`config.mk`:
```
export PLATFORM = sky130hd
export DESIGN_NAME = cpu_run_ctrl
export DESIGN_NICKNAME = d
export VERILOG_FILES = /design/src/rtl/cpu_run_pkg.sv /design/src/rtl/pc_stuck_detector.sv /design/src/rtl/cpu_run_ctrl.sv
export SDC_FILE = /design/constraint.sdc
export NUM_CORES = 1
export LEC_CHECK = 0
export CAP_MARGIN = 25
export CORE_UTILIZATION = 32
export DETAILED_ROUTE_END_ITERATION = 10
export PLACE_DENSITY_LB_ADDON = 0.2
export SLEW_MARGIN = 20
export SYNTH_ARGS = -nofsm -noshare
export SYNTH_HDL_FRONTEND = slang
export SYNTH_HIERARCHICAL = 1
export SYNTH_SLANG_ARGS = --single-unit
```
`constraint.sdc`:
```
create_clock -name clk -period 10 [get_ports clk]
set_input_delay 2 -clock clk [delete_from_list [all_inputs] [get_ports clk]]
set_output_delay 2 -clock clk [all_outputs]
set_load 0.005 [all_outputs]
```
`src/rtl/cpu_run_pkg.sv`:
```
// Shared encodings for the CPU run controller: modes, stop reasons, FSM states.
// Latency: n/a (types and constants only).
// Backpressure: n/a.
package cpu_run_pkg;

    localparam logic [1:0] MODE_FREE   = 2'd0;
    localparam logic [1:0] MODE_BUDGET = 2'd1;
    localparam logic [1:0] MODE_STEP   = 2'd2;

    localparam logic [2:0] STOP_NONE   = 3'd0;
    localparam logic [2:0] STOP_HALT   = 3'd1;
    localparam logic [2:0] STOP_BUDGET = 3'd2;
    localparam logic [2:0] STOP_STUCK  = 3'd3;
    localparam logic [2:0] STOP_ABORT  = 3'd4;

    typedef enum logic [1:0] {
        ST_IDLE      = 2'd0,
        ST_RESET_CPU = 2'd1,
        ST_RUN       = 2'd2,
        ST_DONE      = 2'd3
    } run_state_t;

endpackage

```
`src/rtl/pc_stuck_detector.sv`:
```
// Flags a CPU whose PC has held one value for STUCK_LIMIT consecutive enabled cycles.
// Latency: stuck is combinational on the enabled cycle that completes the run of equal PCs.
// Backpressure: none; only cycles with en=1 are observed, others leave the state untouched.
module pc_stuck_detector #(
    parameter int STUCK_LIMIT = 8
) (
    input  logic        clk,
    input  logic        rst,
    input  logic        clr,
    input  logic        en,
    input  logic [31:0] pc,
    output logic        stuck
);
    localparam int CNT_W = (STUCK_LIMIT < 2) ? 1 : $clog2(STUCK_LIMIT + 1);
    localparam logic [CNT_W-1:0] LIMIT = CNT_W'(STUCK_LIMIT);

    logic [31:0]      last_pc;
    logic             last_vld;
    logic [CNT_W-1:0] streak;
    logic [CNT_W-1:0] streak_nxt;

    // Run length of identical PCs, counting the first cycle of the run; saturates at the limit
    always_comb begin
        streak_nxt = CNT_W'(1);
        if (last_vld && (pc == last_pc)) begin
            streak_nxt = (streak >= LIMIT) ? LIMIT : streak + CNT_W'(1);
        end
        stuck = (STUCK_LIMIT != 0) && en && (streak_nxt >= LIMIT);
    end

    // Remember the PC seen on the last enabled cycle; cleared at each run launch
    always_ff @(posedge clk) begin
        if (rst || clr) begin
            last_pc  <= '0;
            last_vld <= 1'b0;
            streak   <= '0;
        end else if (en) begin
            last_pc  <= pc;
            last_vld <= 1'b1;
            streak   <= streak_nxt;
        end
    end

endmodule

```
`src/rtl/cpu_run_ctrl.sv`:
```
// Sequences a CPU: holds reset, releases it, gates cpu_en in free/budget/single-step modes, stops on halt/budget/stuck/abort.
// Latency: all outputs registered; a stop condition seen on an enabled cycle drops cpu_en on the following cycle.
// Backpressure: none; start is ignored while running, abort is ignored when idle or done.
module cpu_run_ctrl
    import cpu_run_pkg::*;
#(
    parameter int CYCLE_W        = 32,
    parameter int DEFAULT_BUDGET = 68,
    parameter int RST_CYCLES     = 2,
    parameter int STUCK_LIMIT    = 8
) (
    input  logic               clk,
    input  logic               rst,
    input  logic [1:0]         mode,
    input  logic               start,
    input  logic [CYCLE_W-1:0] budget,
    input  logic               step,
    input  logic               abort,
    input  logic               halt_in,
    input  logic [31:0]        pc_in,
    output logic               cpu_rst,
    output logic               cpu_en,
    output logic               running,
    output logic               done,
    output logic [2:0]         stop_reason,
    output logic [CYCLE_W-1:0] cycle_count
);
    localparam int RC_W = (RST_CYCLES < 2) ? 1 : $clog2(RST_CYCLES);
    localparam logic [RC_W-1:0] RST_LAST = RC_W'(RST_CYCLES - 1);

    run_state_t         state, state_nxt;
    logic [1:0]         mode_q, mode_nxt;
    logic [CYCLE_W-1:0] budget_q, budget_nxt;
    logic [RC_W-1:0]    rst_cnt, rst_cnt_nxt;
    logic               cpu_rst_nxt, cpu_en_nxt, running_nxt, done_nxt;
    logic [2:0]         stop_nxt;
    logic [CYCLE_W-1:0] count_nxt, count_inc;
    logic               det_clr, stuck;

    pc_stuck_detector #(.STUCK_LIMIT(STUCK_LIMIT)) u_stuck (
        .clk   (clk),
        .rst   (rst),
        .clr   (det_clr),
        .en    (cpu_en),
        .pc    (pc_in),
        .stuck (stuck)
    );

    // Next-state and next-output logic; every register holds unless a branch below changes it
    always_comb begin
        state_nxt   = state;
        mode_nxt    = mode_q;
        budget_nxt  = budget_q;
        rst_cnt_nxt = rst_cnt;
        cpu_rst_nxt = cpu_rst;
        cpu_en_nxt  = cpu_en;
        running_nxt = running;
        done_nxt    = done;
        stop_nxt    = stop_reason;
        count_nxt   = cycle_count;
        det_clr     = 1'b0;
        count_inc   = (&cycle_count) ? cycle_count : cycle_count + CYCLE_W'(1);

        case (state)
            ST_IDLE, ST_DONE: begin
                if (start) begin
                    state_nxt   = ST_RESET_CPU;
                    mode_nxt    = mode;
                    budget_nxt  = (budget == '0) ? CYCLE_W'(DEFAULT_BUDGET) : budget;
                    rst_cnt_nxt = '0;
                    cpu_rst_nxt = 1'b1;
                    cpu_en_nxt  = 1'b0;
                    running_nxt = 1'b1;
                    done_nxt    = 1'b0;
                    stop_nxt    = STOP_NONE;
                    count_nxt   = '0;
                    det_clr     = 1'b1;
                end
            end
            ST_RESET_CPU: begin
                if (rst_cnt == RST_LAST) begin
                    state_nxt   = ST_RUN;
                    cpu_rst_nxt = 1'b0;
                    // single-step waits for its first step pulse
                    cpu_en_nxt  = (mode_q != MODE_STEP);
                end else begin
                    rst_cnt_nxt = rst_cnt + RC_W'(1);
                end
            end
            ST_RUN: begin
                if (cpu_en) begin
                    count_nxt = count_inc;
                end
                cpu_en_nxt = (mode_q == MODE_STEP) ? step : 1'b1;
                if (cpu_en && halt_in) begin
                    state_nxt = ST_DONE;
                    stop_nxt  = STOP_HALT;
                end else if (cpu_en && (mode_q == MODE_BUDGET) && (count_inc == budget_q)) begin
                    state_nxt = ST_DONE;
                    stop_nxt  = STOP_BUDGET;
                end else if (stuck) begin
                    state_nxt = ST_DONE;
                    stop_nxt  = STOP_STUCK;
                end
            end
            default: state_nxt = ST_IDLE;
        endcase

        // abort wins over every other stop cause, including during CPU reset
        if (abort && ((state == ST_RESET_CPU) || (state == ST_RUN))) begin
            state_nxt = ST_DONE;
            stop_nxt  = STOP_ABORT;
        end

        // entering DONE: freeze the CPU out of reset so its state can be inspected
        if ((state_nxt == ST_DONE) && (state != ST_DONE)) begin
            cpu_rst_nxt = 1'b0;
            cpu_en_nxt  = 1'b0;
            running_nxt = 1'b0;
            done_nxt    = 1'b1;
        end
    end

    // State and output registers; synchronous reset has priority over everything
    always_ff @(posedge clk) begin
        if (rst) begin
            state       <= ST_IDLE;
            mode_q      <= 2'd0;
            budget_q    <= '0;
            rst_cnt     <= '0;
            cpu_rst     <= 1'b1;
            cpu_en      <= 1'b0;
            running     <= 1'b0;
            done        <= 1'b0;
            stop_reason <= STOP_NONE;
            cycle_count <= '0;
        end else begin
            state       <= state_nxt;
            mode_q      <= mode_nxt;
            budget_q    <= budget_nxt;
            rst_cnt     <= rst_cnt_nxt;
            cpu_rst     <= cpu_rst_nxt;
            cpu_en      <= cpu_en_nxt;
            running     <= running_nxt;
            done        <= done_nxt;
            stop_reason <= stop_nxt;
            cycle_count <= count_nxt;
        end
    end

endmodule

```
# After elaboration in Yosys (flattened, before gate mapping)
# Index checks and enable logic that the tools add are counted.
# W data, S select, Z words.
# op_classes
addsub	3
order_cmp	2
eq_ne	18
n_mux	34
reduce_logical	29
# ops
operator	n
$mux W32	4
$eq A32 B32 Y1	2
$pmux W32 S2	1
$add A32 B1 Y32 const B	1
$logic_not A32 Y1	1
$reduce_and A32 Y1	1
$mux W3	5
$mux W2	6
$reduce_and A3 Y1	4
$mux W1	11
$ne A2 B2 Y1 const B	5
$eq A2 B2 Y1 const B	4
$ge A4 B4 Y1 const B	2
$mux W4	2
$reduce_and A2 Y1	4
$reduce_bool A2 Y1	4
$logic_and A1 B1 Y1	7
$ne A3 B3 Y1 const B	2
$pmux W2 S3	1
$pmux W3 S2	1
$reduce_bool A3 Y1	2
$reduce_or A2 Y1	3
$ne A5 B4 Y1 const B	1
$add A4 B1 Y4 const B	1
other kinds (8)	11
# totals
reg_bits	113
inputBits	72
output_inout_bits	39
wordCells	100

# Longest topological paths before layout
# Gate-level depths: netlist of the first run.
# depth
depth_word	14
mapped_depth	13
depth_no_buf	12

# Hierarchy
# The synthesis of the first run kept the hierarchy.
# modules_own_cells
mod	n_inst	cells_each	area_each_um2	seq_area_each_um2
cpu_run_ctrl	1	682	4966.0	1521.5
pc_stuck_detector	1	193	1835.5	740.7

# Least setup slack after synthesis of the first run
# OpenSTA, ideal clock, no wires.
# synth_path
path_type	input-to-reg
from	in pc_in[18]
to	reg cpu_rst
setup_time_ps	122
arrival_time_ps	4257
required_ps	9878
setup_slack_ps	5620
path_stages	12
path_buffers	0
cell_sequence	xnor2_1 -> nand4_1 -> or4_1 -> nor3_2 -> a21boi_2 -> a21oi_1 -> o21ai_0 -> a2bb2oi_1 -> a221o_1 -> or4_1 -> o31ai_1 -> nand2_1
# synth_between
elab_chain_cells	14
elab_cells_between_ends	17
classes_between	order compare: 1; eq/ne: 4; mux: 7; reduce/logical: 5
# synth_lines
element	line_no	text
start: declaration	cpu_run_ctrl.sv:20	input logic [31:0] pc_in,
$eq A32 B32 Y1 *	pc_stuck_detector.sv:25	if (last_vld && (pc == last_pc)) begin
$logic_and A1 B1 Y1 *	pc_stuck_detector.sv:25	
$mux W4 *	pc_stuck_detector.sv:25	
$ge A4 B4 Y1 *	pc_stuck_detector.sv:28	stuck = (STUCK_LIMIT != 0) && en && (streak_nxt >= LIMIT);
$logic_and A1 B1 Y1 *	pc_stuck_detector.sv:28	
net stuck	cpu_run_ctrl.sv:38	logic det_clr, stuck;
$mux W2 *	cpu_run_ctrl.sv:101	end else if (stuck) begin
$mux W2 *	cpu_run_ctrl.sv:98	end else if (cpu_en && (mode_q == MODE_BUDGET) && (count_inc == budget_q)) begin
$mux W2 *	cpu_run_ctrl.sv:95	if (cpu_en && halt_in) begin
$pmux W2 S3 *	cpu_run_ctrl.sv:64	case (state)
$mux W2 *	cpu_run_ctrl.sv:110	if (abort && ((state == ST_RESET_CPU) || (state == ST_RUN))) begin
$eq A2 B2 Y1 *	cpu_run_ctrl.sv:116	if ((state_nxt == ST_DONE) && (state != ST_DONE)) begin
$logic_and A1 B1 Y1 *	cpu_run_ctrl.sv:116	
$ne A3 B2 Y1 (no source line), or another cell as far along	-	
$reduce_and A3 Y1 (no source line)	-	
end signal: assignment	cpu_run_ctrl.sv:142	cpu_rst <= cpu_rst_nxt;
end: declaration	cpu_run_ctrl.sv:21	output logic cpu_rst,
# Mark *: on every way through the listed nets, which the timed path passes. The rest lies on a longest branch.
# A chain may end at the register's enable or synchronous reset.

# Worst setup path in the final report of the first run
# layout_path
from	in pc_in[26]
to	reg cpu_rst
# The elaborated chain is that of the path after synthesis.

==> metrics.txt, run 1 <==
WP data arrival 5.12 ns; layout cell share with drive strength beyond 1 under 10%; CP max FO 6; Fmax 208 MHz; LEAKAGE between 2 and 3 nW; CP Buf/Inv Count 1; Synth-to-Final Area Change 28.0%; CTS tree yes; Post-synth EDFFs 0; DRC 0; final setup violation count 0; crit path launch pc_in[26]; GP Congestion between 0.9 and 1; Final period util between 40% and 50%; Via Count 6597; Async SR Flop Fraction 0%; setup bufs post-CTS 0; H-tree depth 4; Hold Crit Class flip-flop to flip-flop; CP Class input port to flip-flop; Mapped Avg Cell Area 7.77 sq um; Slew Limit Fails 0; Final Hold Fails 0; Top Family by Delay on Critical Path simple AND/OR/NAND/NOR gates; vias in the first global route 6148; worst endpoint required time 10.30 ns; Post-Synthesis Cells 875; clock tree buffer depth 2; outcome completed; Starting Density 33.1%; maximum VDD drop 0.153 mV; CTS buffer count 17; Seq. cell area 0.00226 sq mm; Mapped Area 0.00680 sq mm; part of the power in the clock network 35.5%; ys flop type dfxtp_1; Min Clock Period, post-route between 4 and 5 ns; max_cap viols 0; IO Count between 100 and 150; Net count, final 1036; Synth top area share 33.3%; Worst-Margin Slew 0.915 ns; Syn. warnings 6; pwr/cell area ~210 mW/mm^2; Detailed Route Iter0 Violations 457; worst clock skew 0.00964 ns; routed wl met2 9.50 mm; crit-path cells clkdlybuf4s50_1, xnor2_1, nand4_1, or4_1, nor3_2, a21boi_2, a21oi_1, o21ai_0, a2bb2oi_1, a221o_1, or4_1, o31ai_1, nand2_1; CP dominant cell by count or4_1; sw frac 35.6%; Total GRT Usage between 15 and 20%; Worst R2R Path Depth 9; worst hold endpoint budget_q[24]$_SDFFE_PP0P_; Avg Vias per Cell 5.32; slowest stage delay, CP 0.58 ns; final WL between 20 and 25 mm; DP Area 0.00806 sq mm; post-synthesis sequential area ratio 33.3%; number of fill cells around 2200; hold path cells 2; setup total negative slack 0 ns; hpwl dp between 15 and 20 mm; crit path max-delay cell type or4_1; P_sw 0.000663 W; Top Metal Used met4; area leader, netlist dfxtp_1; Final Core Density between 40% and 50%; Hold Crit Start budget_q[24]$_SDFFE_PP0P_; FF-to-FF Start cycle_count[19]$_SDFFE_PP0P_; Final ANT Viol Nets 0; worst reg2reg path endpoint stop_reason[1]$_SDFFE_PP0P_; FF+latch count, synth 113; die width 148 um; drt first pass iters 5; die extent in y 148 um; Die ar. 0.0218 sq mm; Syn Nets 953; initial antenna violation count 0; metal3 WL 1.10 mm; cts hold-fix bufs 0; CTS Root Cell clkbuf_16; share of power burned in registers a little under a third; area occupied by multi-input gates 0.00424 sq mm; WHS 0.462 ns; ant diodes 0; largest net degree at the start of global routing 72; clock slew at reported path FFs roughly 0.05 ns; M1 wire length 9.98 mm; Max-slew headroom 38.8%; CP endpoint kind flip-flop; Final Cell Area roughly 0.0087 sq mm; clock sink total 113; most area-consuming cells after synthesis dfxtp_1 33%, nand2_1 6.9%, a21oi_1 5.7%; Int Pwr 0.00120 W; CORE AREA 0.0206 sq mm; R2R setup slack 5.68 ns; row count between 50 and 60; first-pass GRT wire length roughly 34 mm; PortBufs 110; Clk Latency, worst-skew pair 0.42 ns; startpoint types input port; Post-CTS Resized 0; Logic pwr share 34.1%; remaining global-route overflow 0; DR WL/cell 17.0 um; synth unique cells 79; RSZ-0062 raised after global routing false
-- cells in the mapped netlist, drive strengths merged, types with 7 or more instances --
master / count
nor3: 33
xnor2: 45
nor2: 94
xor2: 30
or4: 7
clkbuf: 31
nand3: 24
nand2: 125
buf: 23
and3: 7
and4: 9
dfxtp: 113
a21oi: 77
or3: 10
inv: 17
nand2b: 9
nand4: 26
mux2i: 35
o21ai: 33
nor4: 25
nor3b: 7
-- metrics by stage --
step / total power [W] / std cells / worst slack, ns
2_1_floorplan: 0.00101 / 875 / 5.62
3_3_place_gp: 0.00121 / 1208 / 4.82
3_5_place_dp: 0.00121 / 1208 / 4.75
4_1_cts: 0.00188 / 1239 / 5.19
5_1_grt: 0.00198 / 1240 / 4.92
6_report: 0.00186 / 1240 / 5.18
-- kinds of logic after synthesis --
kind of cell	count (synthesis)	synth area share [%]
XOR/XNOR	75	9.88
adder cells (fa/ha/maj)	6	1.10
AND/OR/NAND/NOR	397	29.3
flip-flops	113	33.3
buffers and inverters	72	4.42
multiplexers	36	5.32
AO/OA/AOI/OAI	176	16.7
-- layout make-up --
class / count / share of cell area (%)
Sequential cell: 113 / 26.0
Timing Repair Buffer: 118 / 13.3
Clock buffer: 22 / 5.56
Multi-Input combinational cell: 690 / 48.7
Clock inverter: 9 / 1.77
Inverter: 18 / 0.776
Tap cell: 270 / 3.88
-- worst register-to-register path: stages (launching register included) --
cell	delay (ns)
dfxtp_1	0.53
nand4_1	0.35
nor4_2	0.75
nand3_1	0.62
a31oi_1	0.36
o2111ai_1	0.19
or4_1	0.54
a2111o_1	0.45
a32o_1	0.24
a41o_1	0.19
-- flip-flops by register name, indices dropped and copies added (netlist names), 2 cells and up --
name,flops
budget_q,32
u_stuck/last_pc,32
state,2
cycle_count,32
stop_reason,3
mode_q,2
u_stuck/streak,4
-- routing by layer --
layer	GRT usage, %	vias up
met5	0	-
met4	7.53	0
met3	4.17	33
met2	30.3	174
met1	27.3	3089
li1	-	3301
-- cells in the final DEF, fill, tap and decap left out, types with 3 or more instances in the layout --
cell type	netlist	routed
o41ai_1	3	3
a211oi_1	3	3
nand2_1	125	125
clkbuf_8	0	4
and3_1	7	7
buf_4	1	7
ha_1	6	6
o2111ai_1	5	5
mux2i_1	35	35
nor2b_1	6	6
or4_1	6	6
clkbuf_16	0	17
inv_1	16	16
nor3_1	32	32
nand3_1	23	23
a31oi_1	4	4
o221ai_1	4	4
xor2_1	30	30
a21oi_1	77	77
or3_1	10	10
o21ai_0	30	30
xnor2_1	43	43
clkdlybuf4s50_1	0	109
nor3b_1	7	7
o211ai_1	4	4
dfxtp_1	113	112
nor4_1	22	22
bufinv_16	0	4
nand4_1	24	24
and4_1	9	9
a22oi_1	3	3
o31ai_1	5	5
or2_2	4	4
a21o_1	5	5
nand2b_1	9	9
nor2_1	94	94
-- how the worst max path moves through the flow --
stage / to / depth (start not counted) / slack [ns]
2_1_floorplan: cpu_rst$_SDFFE_PP1P_ / 12 / 5.62
3_3_place_gp: cpu_rst$_SDFFE_PP1P_ / 13 / 4.82
3_5_place_dp: cpu_rst$_SDFFE_PP1P_ / 13 / 4.75
4_1_cts: cpu_rst$_SDFFE_PP1P_ / 13 / 5.19
5_1_grt: cpu_rst$_SDFFE_PP1P_ / 13 / 4.92
6_report: cpu_rst$_SDFFE_PP1P_ / 13 / 5.18
-- power groups by stage --
stage | combinational (W) | sequential, W | clock (W)
after global placement | 0.000633 | 0.000574 | 0
after CTS | 0.000639 | 0.000565 | 0.000674
final | 0.000636 | 0.000565 | 0.000662
after global routing | 0.000711 | 0.000573 | 0.000696
after detailed placement | 0.000635 | 0.000574 | 0
after floorplan | 0.000450 | 0.000558 | 0
(Power assumes the default switching activity.)
==> run 2: changes to the inputs <==
==> constraint.sdc (replaced) <==
create_clock -name clk -period 4.87 [get_ports clk]
set_input_delay 0.974 -clock clk [delete_from_list [all_inputs] [get_ports clk]]
set_output_delay 0.974 -clock clk [all_outputs]
set_load 0.005 [all_outputs]
==> run 2 against run 1 <==
Sequential power grew 110%. Largest power group is now combinational logic. Sequential cell count is the same. First-iteration DRC count grew 13%. Die area is the same. Hold slack lost 0.013 ns. Final cell count grew 0.48%. Critical path depth shrank 2. Via count grew 1.1%. Critical endpoint is now stop_reason[1]$_SDFFE_PP0P_. Clock power grew 84%. Wire length grew 1.4%. Sequential share of layout area grew 0.090 points. Critical path type is now flip-flop to flip-flop.
==> metrics.txt, run 2 (same netlist as run 1, synthesis figures left out) <==
cts hold-fix bufs 0; initial antenna violation count 0; Die ar. 0.0218 sq mm; CTS tree yes; commonest non-fill, non-tap cell in the layout nand2_1; WP data arrival ~4.3 ns; die width 148 um; Detailed Route Iter0 Violations 516; ant diodes 0; most frequent cells in the layout 125 x nand2_1, 112 x dfxtp_1, 109 x clkdlybuf4s50_1; Final Hold Fails 0; setup bufs post-CTS 0; CP endpoint kind flip-flop; Slew Limit Fails 0; RSZ-0062 raised after global routing false; Starting Density 33.1%; pwr/cell area approximately 430 mW/mm^2; remaining global-route overflow 0; R2R setup slack 0.92 ns; final WL approximately 21 mm; CTS Root Cell clkbuf_16; IO Count 111; Via Count 6672; worst endpoint required time 5.19 ns; Hold Crit Class flip-flop to flip-flop; setup total negative slack 0 ns; first-pass GRT wire length between 30 and 40 mm; LEAKAGE ~3.0 nW; CTS buffer count 17; Clk Latency, worst-skew pair roughly 0.43 ns; Max-slew headroom 33.3%; DRC 0; clock slew at reported path FFs 0.06 ns; DR WL/cell around 17 um; Worst-Margin Slew 0.998 ns; outcome completed; area occupied by multi-input gates 0.00424 sq mm; Final ANT Viol Nets 0; layout cell share with drive strength beyond 1 around 7.6%; max_cap viols 0; GP Congestion 0.946; PortBufs 110; clock sink total approximately 110; Min Clock Period, post-route a little under 4 ns; vias in the first global route 6165; Final period util between 80% and 90%; startpoint types flip-flop; Total GRT Usage 20.0%; number of fill cells 2158; Regs by FF count budget_q: 32 flops, cycle_count: 32 flops, u_stuck/last_pc: 32 flops; H-tree depth 4; Net count, final 1041; Synth-to-Final Area Change 27.6%; worst clock skew approximately 0.013 ns; Final Core Density 42.2%; CP Class flip-flop to flip-flop; clock tree buffer depth 2; row count 52; Avg Vias per Cell 5.35; Post-CTS Resized 0; final setup violation count 0; CP max FO 8; maximum VDD drop about 0.36 mV; largest net degree at the start of global routing 43; Fmax about 250 MHz; CORE AREA 0.0206 sq mm; drt first pass iters 6; Seq. cell area between 0.002 and 0.0025 sq mm; hpwl dp 15.6 mm; die extent in y between 100 and 150 um
==> run 2: stage by stage <==
stage	power (W)	cells	hold WS (ns)	setup WS [ns]	cell area, sq um
6_report	0.00371	1246	0.450	0.924	8680
5_1_grt	0.00393	1246	0.458	0.561	8680
4_1_cts	0.00373	1246	0.454	0.985	8680
3_5_place_dp	0.00249	1214	0.436	0.656	8100
3_3_place_gp	0.00249	1214	0.435	0.732	8100
2_1_floorplan	0.00207	875	0.420	1.46	6800
==> run 2: worst paths after layout <==
| check | from | to | cells past startpoint |
|---|---|---|---|
| worst min-delay path | u_stuck/streak[3]$_SDFFE_PP0P_ | u_stuck/streak[2]$_SDFFE_PP0P_ | 1 |
| worst min register to register | u_stuck/streak[3]$_SDFFE_PP0P_ | u_stuck/streak[2]$_SDFFE_PP0P_ | 1 |
| worst max register to register | cycle_count[1]$_SDFFE_PP0P_ | stop_reason[1]$_SDFFE_PP0P_ | 11 |
| worst max-delay path | cycle_count[1]$_SDFFE_PP0P_ | stop_reason[1]$_SDFFE_PP0P_ | 11 |
==> run 2: area by class of cell <==
type,count,area share (%)
Clock buffer,17,4.90
Clock inverter,15,1.72
Inverter,18,0.779
Multi-Input combinational cell,690,48.9
Sequential cell,113,26.1
Tap cell,270,3.89
Timing Repair Buffer,123,13.8
==> run 2: per-layer routing <==
metal / vias to the layer above / GRT usage, % / share of wire, %
li1: 3315 / - / -
met1: 3090 / 27.1 / 46
met2: 226 / 30.7 / 45
met3: 41 / 4.66 / 6.4
met4: 0 / 7.63 / 2.6
met5: - / 0 / 0
==> run 2: critical path, cell delays in order (launching register included) <==
cell and delay, ns:
dfxtp_1 0.50, ha_1 0.42, nand4_2 0.25, nor3_1 0.58, buf_4 0.25, o2111ai_1 0.18, xnor2_1 0.19, a2111oi_0 0.41
o211ai_1 0.25, a2111o_1 0.40, a32o_1 0.23, a41o_1 0.20
==> run 2: power by group <==
part	switching, W	internal (W)	total (W)
clock	0.000507	0.000715	0.00122
sequential	0.000116	0.00105	0.00116
combinational	0.000804	0.000517	0.00132
